==> config.mk <==
export PLATFORM = sky130hd
export DESIGN_NAME = lamp_cmd_issuer
export DESIGN_NICKNAME = d
export VERILOG_FILES = /design/src/rtl/lamp_cmd_issuer.sv
export SDC_FILE = /design/constraint.sdc
export NUM_CORES = 1
export LEC_CHECK = 0
export ABC_CLOCK_PERIOD_IN_PS = 2420
export BUFFER_PORTS_ARGS = -buffer_cell sky130_fd_sc_hd__buf_2
export CORE_AREA = 2 2 83 85
export CTS_CLUSTER_DIAMETER = 100
export DETAILED_ROUTE_END_ITERATION = 10
export DIE_AREA = 0 0 85 87
export GPL_ROUTABILITY_DRIVEN = 1
export GPL_TIMING_DRIVEN = 0
export PLACE_DENSITY = 0.79
export SLEW_MARGIN = 20
export SYNTH_ARGS = -nofsm -noshare
export SYNTH_HDL_FRONTEND = slang
export SYNTH_SLANG_ARGS = --single-unit
==> constraint.sdc <==
create_clock -name clk -period 2.42 [get_ports clk]
set_input_delay 0.242 -clock clk [delete_from_list [all_inputs] [get_ports clk]]
set_output_delay 0.242 -clock clk [all_outputs]
set_load 0.01 [all_outputs]
==> src/rtl/lamp_cmd_issuer.sv <==
// rtl/lamp_cmd_issuer.sv - lamp command issuer: request FIFO, one-hot tcode hold/gap sequencer, response capture (optional stats: LAMP_CMD_ISSUER_STATS_EN)
module lamp_cmd_issuer #(
  parameter int FIFO_DEPTH  = 4,
  parameter int HOLD_CYCLES = 4,
  parameter int GAP_CYCLES  = 1
`ifdef LAMP_CMD_ISSUER_STATS_EN
  ,
  parameter int CNT_W       = 8
`endif
) (
  input  logic       clk,
  input  logic       rst_n,
  input  logic       abort,
  input  logic       req_valid,
  output logic       req_ready,
  input  logic [1:0] req_op,
  input  logic [3:0] req_ulight,
  input  logic [3:0] req_len,
  output logic [3:0] tcode,
  output logic [3:0] ulight,
  output logic [3:0] lenght,
  input  logic [3:0] active_lights,
  output logic       resp_valid,
  output logic [3:0] resp_lights,
  output logic [1:0] resp_op,
  output logic       busy
`ifdef LAMP_CMD_ISSUER_STATS_EN
  ,
  output logic [CNT_W-1:0] issued_cnt,
  output logic [CNT_W-1:0] lit_cnt
`endif
);

  localparam int AW   = (FIFO_DEPTH > 1) ? $clog2(FIFO_DEPTH) : 1;
  localparam int NW   = AW + 1;
  localparam int CMAX = (HOLD_CYCLES > GAP_CYCLES) ? HOLD_CYCLES : GAP_CYCLES;
  localparam int CW   = $clog2(CMAX + 1);
  localparam logic [CW-1:0] HOLD_LOAD = CW'(HOLD_CYCLES - 1);
  localparam logic [CW-1:0] GAP_LOAD  = CW'(GAP_CYCLES - 1);

  typedef enum logic [1:0] {IDLE, HOLD, GAP} state_t;

  state_t        state, state_n;
  logic [CW-1:0] cnt, cnt_n;
  logic          pop, finish, push;

  logic [9:0]    mem [FIFO_DEPTH];
  logic [AW-1:0] wr_ptr, rd_ptr;
  logic [NW-1:0] count, count_n;
  logic          full, empty;
  logic [1:0]    head_op;
  logic [3:0]    head_ul, head_len;
  logic [1:0]    cur_op;

  assign full  = (count == NW'(FIFO_DEPTH));
  assign empty = (count == '0);
  // Abort wins over a same-edge push; full blocks push even if a pop happens.
  assign push  = req_valid && !full && !abort;
  assign {head_op, head_ul, head_len} = mem[rd_ptr];

  // Next-state logic: sequence IDLE -> HOLD -> GAP, popping when a command starts.
  always_comb begin
    state_n = state;
    cnt_n   = cnt;
    pop     = 1'b0;
    finish  = 1'b0;
    unique case (state)
      IDLE: begin
        if (!empty) begin
          pop     = 1'b1;
          state_n = HOLD;
          cnt_n   = HOLD_LOAD;
        end
      end
      HOLD: begin
        if (cnt == '0) begin
          finish  = 1'b1;
          state_n = GAP;
          cnt_n   = GAP_LOAD;
        end else begin
          cnt_n = cnt - CW'(1);
        end
      end
      GAP: begin
        if (cnt == '0) begin
          if (!empty) begin
            pop     = 1'b1;
            state_n = HOLD;
            cnt_n   = HOLD_LOAD;
          end else begin
            state_n = IDLE;
          end
        end else begin
          cnt_n = cnt - CW'(1);
        end
      end
      default: begin
        state_n = IDLE;
        cnt_n   = '0;
      end
    endcase
    if (abort) begin
      state_n = IDLE;
      cnt_n   = '0;
      pop     = 1'b0;
      finish  = 1'b0;
    end
  end

  // Occupancy after this edge, used for the registered ready and busy flags.
  always_comb begin
    count_n = count;
    if (push && !pop)      count_n = count + NW'(1);
    else if (pop && !push) count_n = count - NW'(1);
    if (abort)             count_n = '0;
  end

  // FSM state and window counter register.
  always_ff @(posedge clk or negedge rst_n) begin
    if (!rst_n) begin
      state <= IDLE;
      cnt   <= '0;
    end else begin
      state <= state_n;
      cnt   <= cnt_n;
    end
  end

  // FIFO storage; contents need no reset because count gates every read.
  always_ff @(posedge clk) begin
    if (push) mem[wr_ptr] <= {req_op, req_ulight, req_len};
  end

  // FIFO pointers, occupancy and the derived ready/busy flags.
  always_ff @(posedge clk or negedge rst_n) begin
    if (!rst_n) begin
      wr_ptr    <= '0;
      rd_ptr    <= '0;
      count     <= '0;
      req_ready <= 1'b1;
      busy      <= 1'b0;
    end else begin
      if (abort) begin
        wr_ptr <= '0;
        rd_ptr <= '0;
      end else begin
        if (push) wr_ptr <= wr_ptr + AW'(1);
        if (pop)  rd_ptr <= rd_ptr + AW'(1);
      end
      count     <= count_n;
      req_ready <= (count_n != NW'(FIFO_DEPTH));
      busy      <= (state_n != IDLE) || (count_n != '0);
    end
  end

  // Lamp drive and response capture; tcode is non-zero only while in HOLD.
  always_ff @(posedge clk or negedge rst_n) begin
    if (!rst_n) begin
      tcode       <= 4'b0000;
      ulight      <= 4'b0000;
      lenght      <= 4'b0000;
      cur_op      <= 2'd0;
      resp_valid  <= 1'b0;
      resp_lights <= 4'b0000;
      resp_op     <= 2'd0;
    end else begin
      if (pop) begin
        tcode  <= 4'b0001 << head_op;
        ulight <= head_ul;
        lenght <= head_len;
        cur_op <= head_op;
      end else if (state_n != HOLD) begin
        tcode <= 4'b0000;
      end
      resp_valid <= finish;
      if (finish) begin
        resp_lights <= active_lights;
        resp_op     <= cur_op;
      end
    end
  end

`ifdef LAMP_CMD_ISSUER_STATS_EN
  // Saturating response statistics; abort leaves them untouched.
  always_ff @(posedge clk or negedge rst_n) begin
    if (!rst_n) begin
      issued_cnt <= '0;
      lit_cnt    <= '0;
    end else if (resp_valid) begin
      if (issued_cnt != '1) issued_cnt <= issued_cnt + CNT_W'(1);
      if ((resp_lights != 4'b0000) && (lit_cnt != '1)) lit_cnt <= lit_cnt + CNT_W'(1);
    end
  end
`endif

endmodule

# --- Word-level counts from Yosys, hierarchy flattened ---
# Memory sizes are Yosys's and may differ from the RTL's.
# Index checks and enable logic that the tools add are counted.
op_classes:
  add_sub_neg: 5
  eq_ne: 5
  shifts: 1
  mux: 29
  reduce_logical: 17
ops:
  columns: ["op", "n"]
  rows:
  - ["2-to-1 mux 3 bit", 7]
  - ["2-to-1 mux 2 bit", 8]
  - ["2-to-1 mux 1 bit", 9]
  - ["one-hot mux 3 bit (3 select lines)", 1]
  - ["2-to-1 mux 4 bit", 2]
  - ["nonzero test 2 bit", 4]
  - ["logical NOT 3 bit", 2]
  - ["one-hot mux 2 bit (3 select lines)", 1]
  - ["subtractor 3 x 1 -> 3 bit (second input constant)", 2]
  - ["adder 2 x 1 -> 2 bit (second input constant)", 2]
  - ["logical AND 1 bit", 4]
  - ["logical NOT 1 bit", 4]
  - ["<< shifter 1 x 2 -> 4 bit (first input constant)", 1]
  - ["adder 3 x 1 -> 3 bit (second input constant)", 1]
  - ["== test 3 bit (second input constant)", 1]
  - ["!= test 3 bit (second input constant)", 1]
  - ["nonzero test 3 bit", 1]
  - ["== test 2 x 1 -> 1 bit (second input constant)", 1]
  - ["== test 2 bit (second input constant)", 1]
  - ["logical NOT 2 bit", 1]
  - ["!= test 2 x 1 -> 1 bit (second input constant)", 1]
  - ["one-hot mux 1 bit (2 select lines)", 1]
  - ["logical OR 1 bit", 1]
word_totals:
  reg_bits: 35
  mem_bits_rw: 40
  inputBits: 18
  out_inout_bits: 21
  wordCells: 72
  n_memories: 1
memory_table:
  columns: ["name", "depth", "width", "read_ports", "rd_clocked_by_memory_dff", "write_ports", "line_no", "source"]
  rows:
  - ["mem", 4, 10, 1, 0, 1, "47", "logic [9:0] mem [FIFO_DEPTH];"]

# --- Depth between registers and ports, before layout ---
depth:
  word_depth: 11
  depth_mapped: 9
  mapped_depth_nobuf: 7

# --- Worst setup path before layout ---
# No wires, ideal clock.
synth_path:
  path_kind: "register to register"
  from: "reg count[0]"
  to: "reg cur_op[0]"
  setup_time_ns: 0.128
  t_arrival_ns: 2.030
  required_ns: 2.292
  path_slack_ns: 0.262
  path_stages_with_launch: 8
  path_buffers: 2
  cell_sequence: "dfrtp_1 -> inv_1 -> ha_1 -> a221oi_4 -> nor2b_1 -> buf_2 -> buf_4 -> mux2_1"
synth_between:
  elab_chain_cells: 5
synth_lines:
  columns: ["item", "line_no", "source"]
  rows:
  - ["from (decl)", "49", "logic [NW-1:0] count, count_n;"]
  - ["from (signal assigned)", "150", "count <= count_n;"]
  - ["logical NOT 3 bit *", "56", "assign empty = (count == '0);"]
  - ["2-to-1 mux 1 bit *", "69, 86", null]
  - ["2-to-1 mux 1 bit", "85", "if (cnt == '0) begin"]
  - ["one-hot mux 1 bit (2 select lines) *", "67", "unique case (state)"]
  - ["2-to-1 mux 1 bit *", "102", "if (abort) begin"]
  - ["to (signal assigned)", "171", "cur_op <= head_op;"]
  - ["to (decl)", "53", "logic [1:0] cur_op;"]
# Mark *: on every way between the ends. The rest lies on a longest branch, timed or not.
# A chain may end at the register's enable or synchronous reset.

# --- Worst setup path in the final report ---
layout_path:
  from: "reg cnt[0]"
  to: "reg busy"
layout_between:
  elab_chain_cells: 10
  word_cells_on_any_way: 17
  cone_classes: "mux (10); reduce/logical (7)"
layout_lines:
  columns: ["item", "line_no", "source"]
  rows:
  - ["from (decl)", "44", "logic [CW-1:0] cnt, cnt_n;"]
  - ["from (signal assigned)", "125", "cnt <= cnt_n;"]
  - ["logical NOT 3 bit *", "76, 85", null]
  - ["2-to-1 mux 1 bit", "85", null]
  - ["one-hot mux 1 bit (2 select lines)", "67", null]
  - ["2-to-1 mux 1 bit", "102", null]
  - ["logical AND 1 bit / logical NOT 1 bit (equally long branches)", "114, 113", null]
  - ["2-to-1 mux 3 bit / logical AND 1 bit (equally long branches)", "114, 113", null]
  - ["2-to-1 mux 3 bit", "113", "if (push && !pop) count_n = count + NW'(1);"]
  - ["2-to-1 mux 3 bit", "115", "if (abort) count_n = '0;"]
  - ["nonzero test 3 bit", "152", "busy <= (state_n != IDLE) || (count_n != '0);"]
  - ["logical OR 1 bit *", "152", null]
  - ["to (signal assigned)", "152", null]
  - ["to (decl)", "26", "output logic busy"]
# Marks and branches as above.

==> impl_metrics.csv <==
group,metric,value,unit
status,status,"finished with violations",
status,violations,"negative hold slack",
pwr,ir_drop,0.5173,mV
timing,whs,-23.09,ps
synthesis,netlist_area,3179,sq um
setup_path,required,2680,ps
synthesis,synthCells,220,
pwr,p_comb_share,38.2,%
setup_path,cpMostUsedCell,"buf_4",
floorplanning,fp.dieW,85,um
clocking,clockBufferDepth,2,
setup_path,critPathBufInv,4,
global_routing,grt_overflow_total,0,
floorplanning,start_util,48.40,%
pwr,internal_power,2.808,mW
pwr,p_leak,1.512,nW
finish,drive_gt1_share,28.06,%
routing,vias,1865,
global_routing,grt_usage,16.30,%
clocking,cts_tree,"done",
setup_path,crit_path_top_delay_cell,"or4_1",
floorplanning,die_h,87,um
placement,io_buffers,37,
global_routing,grt_max_degree,36,
pwr,powerDensity,1142,nW/um^2
placement,hpwlAfterDp,3677,um
pwr,p_switching,1.406,mW
timing,finClkSkew,12.19,ps
global_routing,grt_use_met2,27.70,%
timing,max_slew.worst_pin.slew,817.6,ps
setup_path,worstSetupStartpointType,"flip-flop",
timing,grt_setup_unrepaired,"false",
global_routing,met3_usage,3.128,%
setup_path,r2r-end,"busy$_DFF_PN0_",
clocking,clkSinkCount,75,
finish,final_nets,300,
synthesis,ys_types,42,
routing,drc,0,
global_routing,grt_use_met1,19.87,%
clocking,ctsHoldBuffers,0,
routing,vias_per_cell,5.209,
setup_path,cp_max_fo,5,
synthesis,synth_fp_nets,247,
timing,setup_ws,169.7,ps
setup_path,worst_r2r_path_depth,10,
clocking,clock-root-buffer,"clkbuf_8",
finish,final_util,56.19,%
synthesis,synth_seq_cells,75,
setup_path,cpPeakStageDelay,520,ps
clocking,cts_buffers,9,
placement,routabilityCongestion,0.8146,
pwr,p_seq_share,41.8,%
synthesis,avgSynthCellArea,14.45,sq um
setup_path,rrSetupSlack,170,ps
synthesis,yosysWarnings,0,
finish,antenna_cells,0,
routing,drt_wl_total,5472,um
placement,pre_cts_ws,-102.7,ps
floorplanning,rows,30,
setup_path,end_kind,"flip-flop",
synthesis,ys.flop_type,"edfxtp_1",
finish,final_cell_mix,"edfxtp_1, buf_2, dfrtp_1, nand2_1, nor2_1",
clocking,clk_pin_slew,80,ps
setup_path,reg2reg_from,"cnt[0]$_DFF_PN0_",
timing,maxSlewViolCount,0,
timing,max_freq,444.4,MHz
timing,max-slew-margin-rel,45.50,%
timing,setup_viol,0,
global_routing,grt_pass1_vias,1938,
finish,layout_commonest_cell,"edfxtp_1",
clocking,clk_latency,340,ps
finish,syn_to_final_growth,16.10,%
global_routing,grt.busiest_layer,"met2",
finish,layoutNonFillerInstCount,358,
timing,period_minus_slack,2250,ps
setup_path,cp_data_arrival_time,2510,ps
floorplanning,core-area,6569,sq um
synthesis,synth-edff-count,40,
flow_run,drv_cap,0,
pwr,p_sw_share,33.37,%
floorplanning,die-area,7395,sq um
setup_path,cpLargestDelayFamily,"simple AND/OR/NAND/NOR gates",
timing,tns,0,ps
setup_path,cp_cell_sequence,"inv_1, ha_1, nand2b_4, a221oi_4, buf_4, buf_4, buf_4, and4_1, or4_1, nand3b_1",
routing,drt_pre_antenna_iters,4,
timing,hold_viol,9,
routing,avgRoutedWirePerCell,15.28,um
clocking,cts-htree-levels,3,
routing,drt-initial-drc-count,137,
global_routing,antenna_found_initial,0,
timing,finalCritPeriodShare,92.99,%
setup_path,crit_type,"reg2reg",
routing,ant_nets,0,
synthesis,ys_seq_area_share,65.37,%
pwr,power_frac_clock,19.9,%
placement,dp.cells,337,
synthesis,synthArstFlopShare,46.67,%
floorplanning,num_io_pins,39,
worst_hold_path,min_path_type,"in2async",
global_routing,grt_pass1_wl,9239,um
==> routing by layer <==
layer | routed length [um] | vias up
met5 | 0 | -
met4 | 93 | 0
met3 | 180 | 7
met2 | 2785 | 36
met1 | 2412 | 914
li1 | - | 908
==> cells in the mapped netlist, drive strengths merged, types with 2 or more instances <==
cell type / n / area [sq um]
mux2: 10 / 116.4
or3: 3 / 18.77
a32o: 2 / 20.02
nand2: 28 / 105.1
xnor2: 3 / 26.28
dfrtp: 34 / 850.8
clkbuf: 6 / 22.52
nor2: 13 / 48.80
mux4: 10 / 225.2
and2: 5 / 31.28
nand3b: 3 / 22.52
edfxtp: 40 / 1201
o21ai: 5 / 25.02
ha: 9 / 112.6
nor3: 3 / 15.01
mux2i: 5 / 50.05
nand2b: 4 / 32.53
nor2b: 2 / 12.51
buf: 3 / 16.26
inv: 10 / 37.54
a21oi: 7 / 35.03
==> worst max-delay path by stage <==
stage	start	to	cells past startpoint
3_5_place_dp	count[0]$_DFF_PN0_	busy$_DFF_PN0_	7
2_1_floorplan	count[0]$_DFF_PN0_	cur_op[0]$_DFFE_PN0P_	7
4_1_cts	count[0]$_DFF_PN0_	busy$_DFF_PN0_	9
3_3_place_gp	count[0]$_DFF_PN0_	busy$_DFF_PN0_	7
6_report	cnt[0]$_DFF_PN0_	busy$_DFF_PN0_	10
5_1_grt	count[0]$_DFF_PN0_	busy$_DFF_PN0_	9
==> what timing repair did <==
action,in CTS,in global routing
setup buffers,5,0
pin swaps,1,0
setup endpoints to repair,6,2
resized for setup,1,3
==> layout make-up <==
| type | count | area (sq um) |
|---|---|---|
| inverters | 10 | 37.54 |
| clock buffers | 12 | 145.1 |
| multi-input cells | 126 | 1041 |
| repair buffers | 42 | 222.7 |
| plain buffers | 9 | 38.79 |
| well taps | 80 | 100.1 |
| clock inverters | 4 | 27.53 |
| fillers | 539 | 2878 |
| flip-flops and latches | 75 | 2078 |
==> through the flow <==
stage | cell area (sq um) | power (mW)
2_1_floorplan | 3179 | 2.869
3_3_place_gp | 3465 | 3.218
3_5_place_dp | 3465 | 3.271
4_1_cts | 3675 | 4.219
5_1_grt | 3691 | 4.503
6_report | 3691 | 4.214
==> sequential cells by signal (all words and copies together) (netlist names), 2 cells and up <==
register     cells
resp_op          2
rd_ptr           2
cur_op           2
state            2
ulight           4
resp_lights      4
wr_ptr           2
lenght           4
tcode            4
mem             40
cnt              3
count            3
==> power groups by stage <==
stage | combinational (mW) | sequential [mW] | clock [mW]
3_3_place_gp | 1.44 | 1.78 | 0
4_1_cts | 1.59 | 1.77 | 0.858
2_1_floorplan | 1.03 | 1.84 | 0
5_1_grt | 1.78 | 1.80 | 0.919
3_5_place_dp | 1.48 | 1.79 | 0
6_report | 1.61 | 1.76 | 0.840
==> kinds of logic after synthesis <==
family,count (synthesis),share of synthesized area [%]
compound gates,23,5.392
xor+xnor,4,1.102
fa+ha+maj,9,3.542
buf+inv,19,2.401
flops,75,65.37
mux,25,12.32
simple gates,65,9.878
Power figures use the tool's default switching activity.
